### src/rtl/can_crc_check.sv
// Receive-side CAN CRC-15 checker.
// Destuffs the sampled bus bits, runs the CRC-15 LFSR from SOF through the
// last data bit, captures the transmitted CRC sequence and checks it together
// with the CRC delimiter. Destuffed bits are forwarded to the frame decoder.
module can_crc_check #(
    parameter logic [14:0] CRC_POLY = 15'h4599,
    parameter int          LEN_W    = 7
) (
    input  logic             clk,
    input  logic             rst_n,
    input  logic             bit_stb,
    input  logic             rx_bit,
    input  logic [LEN_W-1:0] frame_len,
    input  logic             abort,
    output logic             dbit,
    output logic             dbit_vld,
    output logic [14:0]      crc,
    output logic [14:0]      crc_rx,
    output logic             crc_ok,
    output logic             crc_err,
    output logic             stuff_err,
    output logic             busy
);

    localparam logic [1:0] S_IDLE  = 2'd0;
    localparam logic [1:0] S_DATA  = 2'd1;
    localparam logic [1:0] S_CRC   = 2'd2;
    localparam logic [1:0] S_DELIM = 2'd3;

    logic [1:0]       state_reg,   state_next;
    logic [14:0]      crc_reg,     crc_next;
    logic [14:0]      crc_rx_reg,  crc_rx_next;
    logic [LEN_W-1:0] cnt_reg,     cnt_next;
    logic [2:0]       run_reg,     run_next;
    logic             last_reg,    last_next;
    logic [3:0]       idx_reg,     idx_next;
    logic             dbit_reg,    dbit_next;
    logic             vld_reg,     vld_next;
    logic             ok_reg,      ok_next;
    logic             err_reg,     err_next;
    logic             serr_reg,    serr_next;
    logic             busy_reg,    busy_next;

    logic [LEN_W-1:0] eff_len;
    logic [LEN_W-1:0] cnt_inc;
    logic [14:0]      crc_shift;

    // Derived helpers: zero length means CRC over SOF only; counter saturates.
    always_comb begin
        eff_len   = (frame_len == '0) ? LEN_W'(1) : frame_len;
        cnt_inc   = (&cnt_reg) ? cnt_reg : cnt_reg + LEN_W'(1);
        crc_shift = {crc_reg[13:0], 1'b0} ^ ((crc_reg[14] ^ rx_bit) ? CRC_POLY : 15'h0000);
    end

    // Next-state logic: destuffing, CRC accumulation, capture and final check.
    always_comb begin
        state_next  = state_reg;
        crc_next    = crc_reg;
        crc_rx_next = crc_rx_reg;
        cnt_next    = cnt_reg;
        run_next    = run_reg;
        last_next   = last_reg;
        idx_next    = idx_reg;
        dbit_next   = dbit_reg;
        vld_next    = 1'b0;
        ok_next     = 1'b0;
        err_next    = 1'b0;
        serr_next   = 1'b0;

        if (abort) begin
            state_next = S_IDLE;
        end else if (bit_stb) begin
            case (state_reg)
                S_IDLE: begin
                    if (!rx_bit) begin
                        // A dominant SOF shifted into a cleared LFSR leaves it at zero.
                        crc_next    = '0;
                        crc_rx_next = '0;
                        cnt_next    = LEN_W'(1);
                        run_next    = 3'd1;
                        last_next   = 1'b0;
                        idx_next    = 4'd0;
                        vld_next    = 1'b1;
                        dbit_next   = 1'b0;
                        state_next  = (eff_len == LEN_W'(1)) ? S_CRC : S_DATA;
                    end
                end
                S_DATA, S_CRC: begin
                    if (run_reg == 3'd5) begin
                        // Bit after five identical bits must be an opposite stuff bit.
                        if (rx_bit != last_reg) begin
                            run_next  = 3'd1;
                            last_next = rx_bit;
                        end else begin
                            serr_next  = 1'b1;
                            state_next = S_IDLE;
                        end
                    end else begin
                        run_next  = (rx_bit == last_reg) ? run_reg + 3'd1 : 3'd1;
                        last_next = rx_bit;
                        vld_next  = 1'b1;
                        dbit_next = rx_bit;
                        if (state_reg == S_DATA) begin
                            crc_next = crc_shift;
                            cnt_next = cnt_inc;
                            if (cnt_inc == eff_len) begin
                                state_next = S_CRC;
                                idx_next   = 4'd0;
                            end
                        end else begin
                            crc_rx_next = {crc_rx_reg[13:0], rx_bit};
                            idx_next    = idx_reg + 4'd1;
                            if (idx_reg == 4'd14) begin
                                state_next = S_DELIM;
                            end
                        end
                    end
                end
                S_DELIM: begin
                    if ((crc_rx_reg == crc_reg) && rx_bit) begin
                        ok_next = 1'b1;
                    end else begin
                        err_next = 1'b1;
                    end
                    state_next = S_IDLE;
                end
                default: state_next = S_IDLE;
            endcase
        end

        busy_next = (state_next != S_IDLE);
    end

    // State and output registers.
    always_ff @(posedge clk or negedge rst_n) begin
        if (!rst_n) begin
            state_reg  <= S_IDLE;
            crc_reg    <= '0;
            crc_rx_reg <= '0;
            cnt_reg    <= '0;
            run_reg    <= 3'd0;
            last_reg   <= 1'b1;
            idx_reg    <= 4'd0;
            dbit_reg   <= 1'b1;
            vld_reg    <= 1'b0;
            ok_reg     <= 1'b0;
            err_reg    <= 1'b0;
            serr_reg   <= 1'b0;
            busy_reg   <= 1'b0;
        end else begin
            state_reg  <= state_next;
            crc_reg    <= crc_next;
            crc_rx_reg <= crc_rx_next;
            cnt_reg    <= cnt_next;
            run_reg    <= run_next;
            last_reg   <= last_next;
            idx_reg    <= idx_next;
            dbit_reg   <= dbit_next;
            vld_reg    <= vld_next;
            ok_reg     <= ok_next;
            err_reg    <= err_next;
            serr_reg   <= serr_next;
            busy_reg   <= busy_next;
        end
    end

    assign dbit      = dbit_reg;
    assign dbit_vld  = vld_reg;
    assign crc       = crc_reg;
    assign crc_rx    = crc_rx_reg;
    assign crc_ok    = ok_reg;
    assign crc_err   = err_reg;
    assign stuff_err = serr_reg;
    assign busy      = busy_reg;

endmodule

### config.mk
export PLATFORM = sky130hd
export DESIGN_NAME = can_crc_check
export DESIGN_NICKNAME = d
export VERILOG_FILES = /design/src/rtl/can_crc_check.sv
export SDC_FILE = /design/constraint.sdc
export NUM_CORES = 1
export LEC_CHECK = 0
export ABC_CLOCK_PERIOD_IN_PS = 5000
export BUFFER_PORTS_ARGS = -buffer_cell sky130_fd_sc_hd__buf_4
export CAP_MARGIN = 30
export CORE_UTILIZATION = 56
export DETAILED_ROUTE_END_ITERATION = 10
export PLACE_DENSITY = 0.84
export SETUP_SLACK_MARGIN = 0.5
export SYNTH_ARGS = -nofsm -noshare
export SYNTH_HDL_FRONTEND = slang
export SYNTH_SLANG_ARGS = --single-unit
export TNS_END_PERCENT = 5
### constraint.sdc
create_clock -name clk -period 5 [get_ports clk]
set_input_delay 1 -clock clk [delete_from_list [all_inputs] [get_ports clk]]
set_output_delay 1 -clock clk [all_outputs]
set_load 0.02 [all_outputs]
==> results.cfg, run 1 <==
[run_status]
outcome = completed

[pwr]
pwr-share-seq_pct = 51.4
clockPowerShare_pct = 26.3
swShare_pct = 33.51
power_density_mw_per_mm2 = 273.6
power.static_leakage_nw = 1.702
ir_worst_vdd_mv = 0.2578
intPower_uw = 647.2
power_uw = 973.4
power.switching_uw = 326.2
combPwrFrac_pct = 22.3

[routing]
drc = 0
num_vias = 2684
post_drt_wl_per_cell_um = 15.79
dr.pass1.iters = 4
vias_per_cell = 5.912
wl_um = 7169
drtIter0Drc = 258
ant_nets = 0

[clocking]
clock_path_buffers = 2
clk_pin_slew_worst_paths_ns = 0.10
cts.sinks = 53
cts_buffers = 5
clk_latency_ns = 0.31
postCtsHoldBufs = 0
cts_root_buf = clkbuf_8
post_cts_buffers = 0
cts_tree = done
htree_levels = 2
cts-resized-gates = 0

[worst_hold_path]
hold_path.startpoint = dbit$_DFFE_PN1P_
hp-class = reg2reg
worst_hold_path.num_cells = 2
hold_end = dbit$_DFFE_PN1P_

[synth]
async_flop_share_pct = 100.0
ys_seq_area_share_pct = 42.96
syn_avg_cell_area_um2 = 8.939
synth.area.top_cells = dfrtp_1 (41%), nand2_1 (9.2%), xnor2_1 (6.2%), nand3_1 (4.7%), ha_1 (4.0%)
ys_seq_elements = 53
ys.flop_type = dfrtp_1
ys_types = 58
ys_warn_count = 0
synth_nets = 368
synth_edf_count = 0
synth_top_area_share_pct = 41.26
syn_inst = 346
synth_area_mm2 = 0.003093
synth.most_common_cell = nand2_1
synth_top_cell_by_area = dfrtp_1
yosys-top-cells-count = nand2_1 (76), dfrtp_1 (51), nand3_1 (29)

[die]
die_w_um = 76.32
die_h_um = 76.32
ioPinCount = 48
rows = 26
initial_utilization_pct = 59.42
dieArea_mm2 = 0.005824
coreArea_mm2 = 0.005205

[layout]
layout-drive-gt1-share_pct = 18.75
fillers = 419
fin_area_mm2 = 0.003557
num-nets-final = 405
area_growth_pct = 15.01
final-seq-area_mm2 = 0.001329
multi_input_area_mm2 = 0.001657
antenna_cells = 0

[timing]
slew_viol_final = 0
fmax_ghz = 0.3249
rsz0062_at_grt = false
setup_ws_ns = 1.922
tightest_slew_ns = 0.9846
fin_skew_ns = 0.006272
finalSetupViolCount = 0
slew_headroom_pct = 34.12
period_needed_ns = 3.078
finalCritPeriodShare_pct = 61.55
hold_viol = 0
fin_setup_tns_ns = 0

[worst_setup_path]
r2r_cells = 8
critical-path-top-delay-family = simple AND/OR/NAND/NOR gates
arrival_ns = 3.33
rrSetupSlack_ns = 1.92
cp_cell_sequence = inv_1 > ha_1 > buf_4 > nand3_1 > nand4b_1 > nor2_1 > nand3_1 > nand2_1
cp_num_buf_inv = 2
worst-path-max-fanout = 39
worst_r2r_endpoint = crc_rx[13]$_DFFE_PN0P_
slowest_delay_ns = 0.91
worstSetupStartpointType = flop
rr_startpoint = state_reg[0]$_DFF_PN0_
cp_common_cell = nand3_1
critPathKind = reg2reg
required_ns = 5.25
cp_slowest_cell = nor2_1
end_kind = flop

[global_route]
grt_pass1_vias = 2682
antenna_found_initial = 0
grt_use_total_pct = 27.33
grt_max_degree = 54
grt_remaining_overflow = 0
grt_pass1_wl_um = 12760

[run]
cap_violations = 0

[placement]
port_buffers = 47
placed_cell_area_mm2 = 0.003463
place_congestion = 0.9486
dp_hpwl_um = 5053
place_ws_ns = 1.953
==> cells in the final DEF, fill, tap and decap left out, types with 3 or more instances in the layout <==
master / netlist / layout
o211ai_1: 4 / 4
clkbuf_8: 0 / 5
nand4_1: 4 / 4
nand3_1: 29 / 29
o31ai_1: 7 / 7
and3_1: 4 / 4
xnor2_1: 22 / 22
nand2_1: 76 / 76
nor3_1: 11 / 11
ha_1: 10 / 10
xor2_1: 11 / 11
o21ai_0: 13 / 13
buf_4: 0 / 48
a31oi_1: 3 / 3
inv_1: 8 / 8
nor2_1: 8 / 8
dfrtp_1: 51 / 51
a21oi_1: 18 / 18
==> logic make-up (layout without fill, tap and decap cells) <==
family	after synthesis	count (layout)	share of synthesized area [%]
AOI/OAI and AO/OA	64	64	13.80
xor gates and xnor gates	34	34	9.870
adders and majority gates	10	10	4.045
buffers and inverters	26	64	3.479
DFF	53	53	42.96
muxes	3	3	1.133
and+or+nand+nor	156	156	24.72
==> per-layer routing <==
metal  global-route usage (%)  vias up  routed length [um]
li1                         -     1284                   -
met2                    42.97       76                3507
met5                        0        -                   0
met3                    4.311       11                 392
met1                    38.93     1313                3170
met4                    8.269        0                  98
==> power groups by stage <==
stage | clock network [mW] | registers, mW | logic [mW]
global route | 0.275 | 0.506 | 0.246
CTS | 0.255 | 0.500 | 0.218
detailed placement | 0 | 0.508 | 0.218
finish | 0.256 | 0.500 | 0.217
global placement | 0 | 0.507 | 0.208
floorplan | 0 | 0.513 | 0.134
==> worst max path at each step <==
stage                        endpoint  depth (start not counted)              startpoint  slack (ns)
2_1_floorplan          busy$_DFF_PN0_                          6                  rx_bit        2.36
4_1_cts        crc_rx[13]$_DFFE_PN0P_                          8  state_reg[0]$_DFF_PN0_        1.95
5_1_grt        crc_rx[13]$_DFFE_PN0P_                          8  state_reg[0]$_DFF_PN0_        1.65
6_report       crc_rx[13]$_DFFE_PN0P_                          8  state_reg[0]$_DFF_PN0_        1.92
3_5_place_dp   cnt_reg[0]$_DFFE_PN0P_                          6                   abort        1.95
3_3_place_gp      crc[14]$_DFFE_PN0P_                          7                   abort        2.02
==> layout make-up <==
| class | instances | share of cell area (%) |
|---|---|---|
| clock inverter | 3 | 0.7035 |
| clock buffer | 5 | 1.935 |
| multi-input combinational | 267 | 46.57 |
| timing repair buffer | 48 | 10.13 |
| sequential | 53 | 37.35 |
| inverter | 8 | 0.8442 |
| tap | 70 | 2.462 |
==> through the flow <==
step	utilization, %	hold slack (ns)	instances
after CTS	68.34	0.4921	454
after detailed placement	66.54	0.4770	446
after floorplan	-	0.4739	346
final	68.34	0.4909	454
after global placement	66.54	0.4733	446
after global routing	68.34	0.5421	454
==> worst register-to-register path: cells and delay by family (launching register included) <==
kind / cells / cell delay (ns)
DFF: 1 / 0.49
buffers and inverters: 2 / 0.43
and+or+nand+nor: 5 / 1.80
adders and majority gates: 1 / 0.32
(Power assumes the default switching activity.)
==> inputs of run 2 (changes only) <==
--- a/config.mk
+++ b/config.mk
@@ -5,12 +5,13 @@
 export SDC_FILE = /design/constraint.sdc
 export NUM_CORES = 1
 export LEC_CHECK = 0
-export ABC_CLOCK_PERIOD_IN_PS = 5000
+export ABC_AREA = 1
+export ABC_CLOCK_PERIOD_IN_PS = 2800
 export BUFFER_PORTS_ARGS = -buffer_cell sky130_fd_sc_hd__buf_4
 export CAP_MARGIN = 30
-export CORE_UTILIZATION = 56
+export CORE_UTILIZATION = 51
 export DETAILED_ROUTE_END_ITERATION = 10
-export PLACE_DENSITY = 0.84
+export PLACE_DENSITY = 0.81
 export SETUP_SLACK_MARGIN = 0.5
 export SYNTH_ARGS = -nofsm -noshare
 export SYNTH_HDL_FRONTEND = slang
==> constraint.sdc (replaced) <==
create_clock -name clk -period 2.8 [get_ports clk]
set_input_delay 0.56 -clock clk [delete_from_list [all_inputs] [get_ports clk]]
set_output_delay 0.56 -clock clk [all_outputs]
set_load 0.02 [all_outputs]
==> run 2 against run 1 <==
  * Area after synthesis is 6.9% lower
  * Critical path type unchanged
  * Critical endpoint is now busy$_DFF_PN0_
  * Worst setup slack worse by 1.3 ns
  * Routed wire length is 2.2% lower
==> results.cfg, run 2 <==
[run_status]
outcome = completed

[synth]
synth_top_area_share_pct = 44.31
ys.flop_type = dfrtp_1
ys_types = 31
ys_seq_area_share_pct = 46.13
yosys-top-cells-count = inv_1 (63), nand2_1 (60), dfrtp_1 (51)
synth_nets = 372
ys_warn_count = 0
synth_top_cell_by_area = dfrtp_1
syn_inst = 350
async_flop_share_pct = 100.0
synth_area_mm2 = 0.002880
syn_avg_cell_area_um2 = 8.229
synth.most_common_cell = inv_1
synth_edf_count = 0
synth.area.top_cells = dfrtp_1 (44%), inv_1 (8.2%), nand2_1 (7.8%), o22ai_1 (7.6%), ha_1 (4.3%)
ys_seq_elements = 53

[timing]
rsz0062_at_grt = true
fmax_ghz = 0.4670
fin_setup_tns_ns = 0
slew_viol_final = 0
finalCritPeriodShare_pct = 76.47
period_needed_ns = 2.141
setup_ws_ns = 0.6587
hold_viol = 0
tightest_slew_ns = 0.6552
slew_headroom_pct = 56.32
finalSetupViolCount = 0
fin_skew_ns = 0.008366

[layout]
fin_util_pct = 65.48
final-seq-area_mm2 = 0.001329
final_cell_mix = inv_1 (63), nand2_1 (60), buf_4 (52)
fin_cells = 475
final_common_cell = inv_1
area_growth_pct = 19.81
layout-drive-gt1-share_pct = 20.99
antenna_cells = 0
num-nets-final = 426
fillers = 446
multi_input_area_mm2 = 0.001296

[routing]
ant_nets = 0
num_vias = 2594
vias_per_cell = 5.461
drc = 0
drtIter0Drc = 224
post_drt_wl_per_cell_um = 14.76
dr.pass1.iters = 5
wl_um = 7009

[clocking]
clock_path_buffers = 2
clk_pin_slew_worst_paths_ns = 0.10
htree_levels = 2
cts_tree = done
clk_latency_ns = 0.31
cts_buffers = 5
postCtsHoldBufs = 0
cts.sinks = 53
cts_root_buf = clkbuf_8

[worst_setup_path]
worst-path-max-fanout = 4
end_kind = flop
critPathKind = reg2reg
worstSetupStartpointType = flop
required_ns = 3.05
arrival_ns = 2.39

[die]
rows = 26
initial_utilization_pct = 54.65
coreArea_mm2 = 0.005270
die_h_um = 77.15
dieArea_mm2 = 0.005952
ioPinCount = 48
die_w_um = 77.15

[global_route]
antenna_found_initial = 0
grt_pass1_vias = 2496
grt_max_degree = 54
grt_pass1_wl_um = 11700
grt_use_total_pct = 24.95
grt_remaining_overflow = 0

[pwr]
power_density_mw_per_mm2 = 694.0
ir_worst_vdd_mv = 0.5171
power.static_leakage_nw = 1.743

[worst_hold_path]
hp-class = in2async

[placement]
port_buffers = 47
dpl.cell_count = 465
place_ws_ns = 0.5989
dp_hpwl_um = 5290
place_congestion = 0.8712

[run]
cap_violations = 0
run 2: cell count changes after synthesis, moves of 4 or more:
cell      delta
inv_1       +55
a21oi_1      -8
clkbuf_1    -11
nor2_1      +18
nand2_1     -16
nor3_1      -11
o21ai_0      +7
nor2_2       +4
nand3_1     -12
nand2_2      +6
o31ai_1      -7
o22ai_1     +34
xnor2_1     -18
run 2: metrics by stage:
| step | total power [mW] | hold WS, ns | instance area (um^2) |
|---|---|---|---|
| after floorplan | 1.602 | 0.2644 | 2880 |
| after global placement | 1.899 | 0.4908 | 3321 |
| after detailed placement | 1.926 | 0.4959 | 3321 |
| after CTS | 2.391 | 0.2934 | 3421 |
| after global routing | 2.546 | 0.3366 | 3451 |
| final | 2.395 | 0.2649 | 3451 |
run 2: worst paths after layout:
path	slack, ns	startpoint	to	cells past startpoint
max	0.66	cnt_reg[0]$_DFFE_PN0P_	busy$_DFF_PN0_	17
min	0.26	rst_n	cnt_reg[5]$_DFFE_PN0P_	1
max reg2reg	0.66	cnt_reg[0]$_DFFE_PN0P_	busy$_DFF_PN0_	17
min reg2reg	0.51	last_reg$_DFFE_PN1P_	last_reg$_DFFE_PN1P_	2
max in group asynchronous	2.09	rst_n	crc_rx[0]$_DFFE_PN0P_	1
min in group clk	0.45	abort	stuff_err$_DFF_PN0_	2
run 2: cells by family after synthesis:
logic type,synth area share (%)
and+or+nand+nor,21.29
DFF,46.13
AOI/OAI and AO/OA,14.29
buffers and inverters,9.383
adders and majority gates,4.344
xor gates and xnor gates,4.561
run 2: cell type report:
| class | count | area share, % |
|---|---|---|
| inverter | 66 | 7.179 |
| multi-input combinational | 226 | 37.56 |
| timing repair buffer | 52 | 11.31 |
| sequential | 53 | 38.51 |
| clock buffer | 6 | 2.393 |
| tap | 70 | 2.538 |
| clock inverter | 2 | 0.5076 |
run 2: what timing repair did:
| item | in CTS | in global routing |
|---|---|---|
| resized for setup | 0 | 4 |
| setup endpoints to repair | 0 | 35 |
| setup buffers | 0 | 2 |
run 2: routing by layer:
layer	routed length, um	global-route usage (%)	vias to the layer above
li1	-	-	1253
met1	2919	32.61	1212
met2	3528	40.97	111
met3	379	3.929	18
met4	181	10.57	0
met5	0	0	-
run 2: worst max-delay path, stage by stage (launching register included):
cell	delay, ns
dfrtp_1	0.41
ha_2	0.23
nand3_1	0.13
o21bai_1	0.22
nand2_1	0.07
nand2_1	0.07
nand3_1	0.06
nor2_1	0.18
nand3_2	0.15
nand2_1	0.09
nand2_1	0.05
nand2_1	0.06
nand2_1	0.05
nand2_1	0.06
nand2_1	0.06
nand2_1	0.06
nand2_1	0.07
nand2_1	0.08
run 2: power by group:
| group | internal [mW] | switching, mW | total, mW |
|---|---|---|---|
| sequential | 0.901 | 0.141 | 1.04 |
| clock | 0.206 | 0.263 | 0.468 |
| combinational | 0.356 | 0.529 | 0.884 |
| total | 1.46 | 0.933 | 2.39 |
==> inputs of run 3 (changes only) <==
--- a/config.mk
+++ b/config.mk
@@ -6,12 +6,12 @@
 export NUM_CORES = 1
 export LEC_CHECK = 0
 export ABC_AREA = 1
-export ABC_CLOCK_PERIOD_IN_PS = 2800
+export ABC_CLOCK_PERIOD_IN_PS = 2100
 export BUFFER_PORTS_ARGS = -buffer_cell sky130_fd_sc_hd__buf_4
 export CAP_MARGIN = 30
-export CORE_UTILIZATION = 51
+export CORE_UTILIZATION = 56
 export DETAILED_ROUTE_END_ITERATION = 10
-export PLACE_DENSITY = 0.81
+export PLACE_DENSITY = 0.84
 export SETUP_SLACK_MARGIN = 0.5
 export SYNTH_ARGS = -nofsm -noshare
 export SYNTH_HDL_FRONTEND = slang
==> constraint.sdc (replaced) <==
create_clock -name clk -period 2.1 [get_ports clk]
set_input_delay 0.42 -clock clk [delete_from_list [all_inputs] [get_ports clk]]
set_output_delay 0.42 -clock clk [all_outputs]
set_load 0.02 [all_outputs]
==> run 3 against run 2 <==
  * Clock power grew 54%
  * Clock skew grew 0.0046 ns
  * Routed wire length grew 9.2%
  * Critical endpoint is now idx_reg[2]$_DFFE_PN0P_
  * Largest cell class is now multi-input combinational cells
==> results.cfg, run 3 (synthesis results as in run 2) <==
[die]
coreArea_mm2 = 0.004848
ioPinCount = 48
initial_utilization_pct = 59.41
die_w_um = 73.72
dieArea_mm2 = 0.005434
rows = 25
die_h_um = 73.72

[worst_setup_path]
startpoint = cnt_reg[1]$_DFFE_PN0P_
worst_r2r_endpoint = idx_reg[2]$_DFFE_PN0P_
cp_common_cell = nand2_2
rrSetupSlack_ns = 0.1
worstSetupStartpointType = flop
r2r_cells = 14
end_kind = flop
slowest_delay_ns = 0.43
critPathKind = reg2reg
worst-path-max-fanout = 5
crit_end = idx_reg[2]$_DFFE_PN0P_
cp_slowest_cell = dfrtp_1
rr_startpoint = cnt_reg[1]$_DFFE_PN0P_
required_ns = 2.31
cp_cell_sequence = ha_4 > nand2_4 > nor2_4 > nand2_4 > nand2_2 > nand2_2 > nand2_2 > nand2_2 > nor2_2 > nand3_2 > nand3_2 > nand2_4 > a21oi_1 > nor2_1
arrival_ns = 2.21

[pwr]
power.switching_mw = 1.316
power.static_leakage_nw = 1.812
power_mw = 3.493
clockPowerShare_pct = 20.7
power_density_mw_per_mm2 = 964.1
intPower_mw = 2.177
swShare_pct = 37.68
pwr-share-seq_pct = 40.0
ir_worst_vdd_mv = 0.6015
combPwrFrac_pct = 39.3

[layout]
area_growth_pct = 25.80
final_common_cell = inv_1
fin_area_mm2 = 0.003623
num-nets-final = 433
fin_cells = 479
final_cell_mix = inv_1 (59), buf_4 (58), nand2_1 (56)
layout-drive-gt1-share_pct = 26.21
antenna_cells = 0

[clocking]
cts_buffers = 5
clk_pin_slew_worst_paths_ns = 0.10
postCtsHoldBufs = 0
clk_latency_ns = 0.31
cts_root_buf = clkbuf_8
cts.sinks = 53
clock_path_buffers = 2
cts_tree = done
htree_levels = 2

[run]
cap_violations = 0

[timing]
fmax_ghz = 0.4992
period_needed_ns = 2.003
holdWs_ns = 0.1232
finalCritPeriodShare_pct = 95.38
hold_viol = 0
rsz0062_at_grt = true
slew_headroom_pct = 56.65
tightest_slew_ns = 0.6503
slew_viol_final = 0
fin_skew_ns = 0.01297
finalSetupViolCount = 0

[placement]
placed_cell_area_mm2 = 0.003377
place_congestion = 0.9528
dpl.cell_count = 465
dp_hpwl_um = 5196
port_buffers = 47

[routing]
drtIter0Drc = 172
vias_per_cell = 5.626
post_drt_wl_per_cell_um = 15.98
num_vias = 2695
wl_um = 7656
dr.pass1.iters = 5
ant_nets = 0
drc = 0

[global_route]
grt_pass1_wl_um = 11390
antenna_found_initial = 0
grt_use_total_pct = 27.98
grt_remaining_overflow = 0
grt_pass1_vias = 2469
grt_max_degree = 54

[run_status]
outcome = completed

[worst_hold_path]
hp-class = in2async
## run 3: power groups by stage
| stage | sequential [mW] | combinational, mW | clock, mW |
|---|---|---|---|
| after global placement | 1.40 | 1.18 | 0 |
| after CTS | 1.39 | 1.26 | 0.728 |
| after global routing | 1.42 | 1.48 | 0.770 |
| final | 1.40 | 1.37 | 0.722 |
| after detailed placement | 1.40 | 1.21 | 0 |
| after floorplan | 1.49 | 0.667 | 0 |
## run 3: worst max-delay path, delay by kind of cell (launching register included)
family	cells	cell delay [ns]
compound gates	1	0.18
flops	1	0.43
fa+ha+maj	1	0.19
simple gates	12	1.08
## run 3: timing repair
item / in CTS / in global routing
hold endpoints to repair: 0 / 0
setup buffers: 4 / 1
gates resized for setup: 3 / 13
pin swaps: 6 / 4
setup endpoints to repair: 52 / 52
gates cloned: 1 / 0
## run 3: final cells by class
class	count	area (um^2)
Multi-Input combinational cell	227	1411
Sequential cell	53	1329
Fill cell	357	1225
Timing Repair Buffer	58	435.4
Inverter	66	247.7
Clock buffer	7	86.33
Tap cell	67	83.83
Clock inverter	1	30.03
## run 3: through the flow
step | setup TNS, ns | setup slack, ns | utilization, %
after CTS | 0 | 0.1268 | 73.21
after detailed placement | 0 | 0.04649 | 69.65
after floorplan | 0 | 0.3017 | -
after global routing | -0.08209 | -0.03195 | 74.74
after global placement | 0 | 0.09736 | 69.65
final | 0 | 0.09693 | 74.74
## run 3: worst min path at each step
stage / endpoint / slack (ns) / depth (start not counted)
5_1_grt: crc_rx[9]$_DFFE_PN0P_ / 0.19 / 1
3_3_place_gp: dbit$_DFFE_PN1P_ / 0.48 / 2
4_1_cts: cnt_reg[4]$_DFFE_PN0P_ / 0.16 / 1
6_report: cnt_reg[2]$_DFFE_PN0P_ / 0.12 / 1
2_1_floorplan: busy$_DFF_PN0_ / 0.12 / 0
3_5_place_dp: cnt_reg[4]$_DFFE_PN0P_ / 0.49 / 1
## run 3: per-layer routing
| layer | vias up | GRT usage (%) | routed length (um) |
|---|---|---|---|
| met5 | - | 0 | 0 |
| met2 | 138 | 48.52 | 3828 |
| met3 | 7 | 4.115 | 573 |
| met1 | 1283 | 36.77 | 3152 |
| met4 | 0 | 6.838 | 101 |
| li1 | 1267 | - | - |
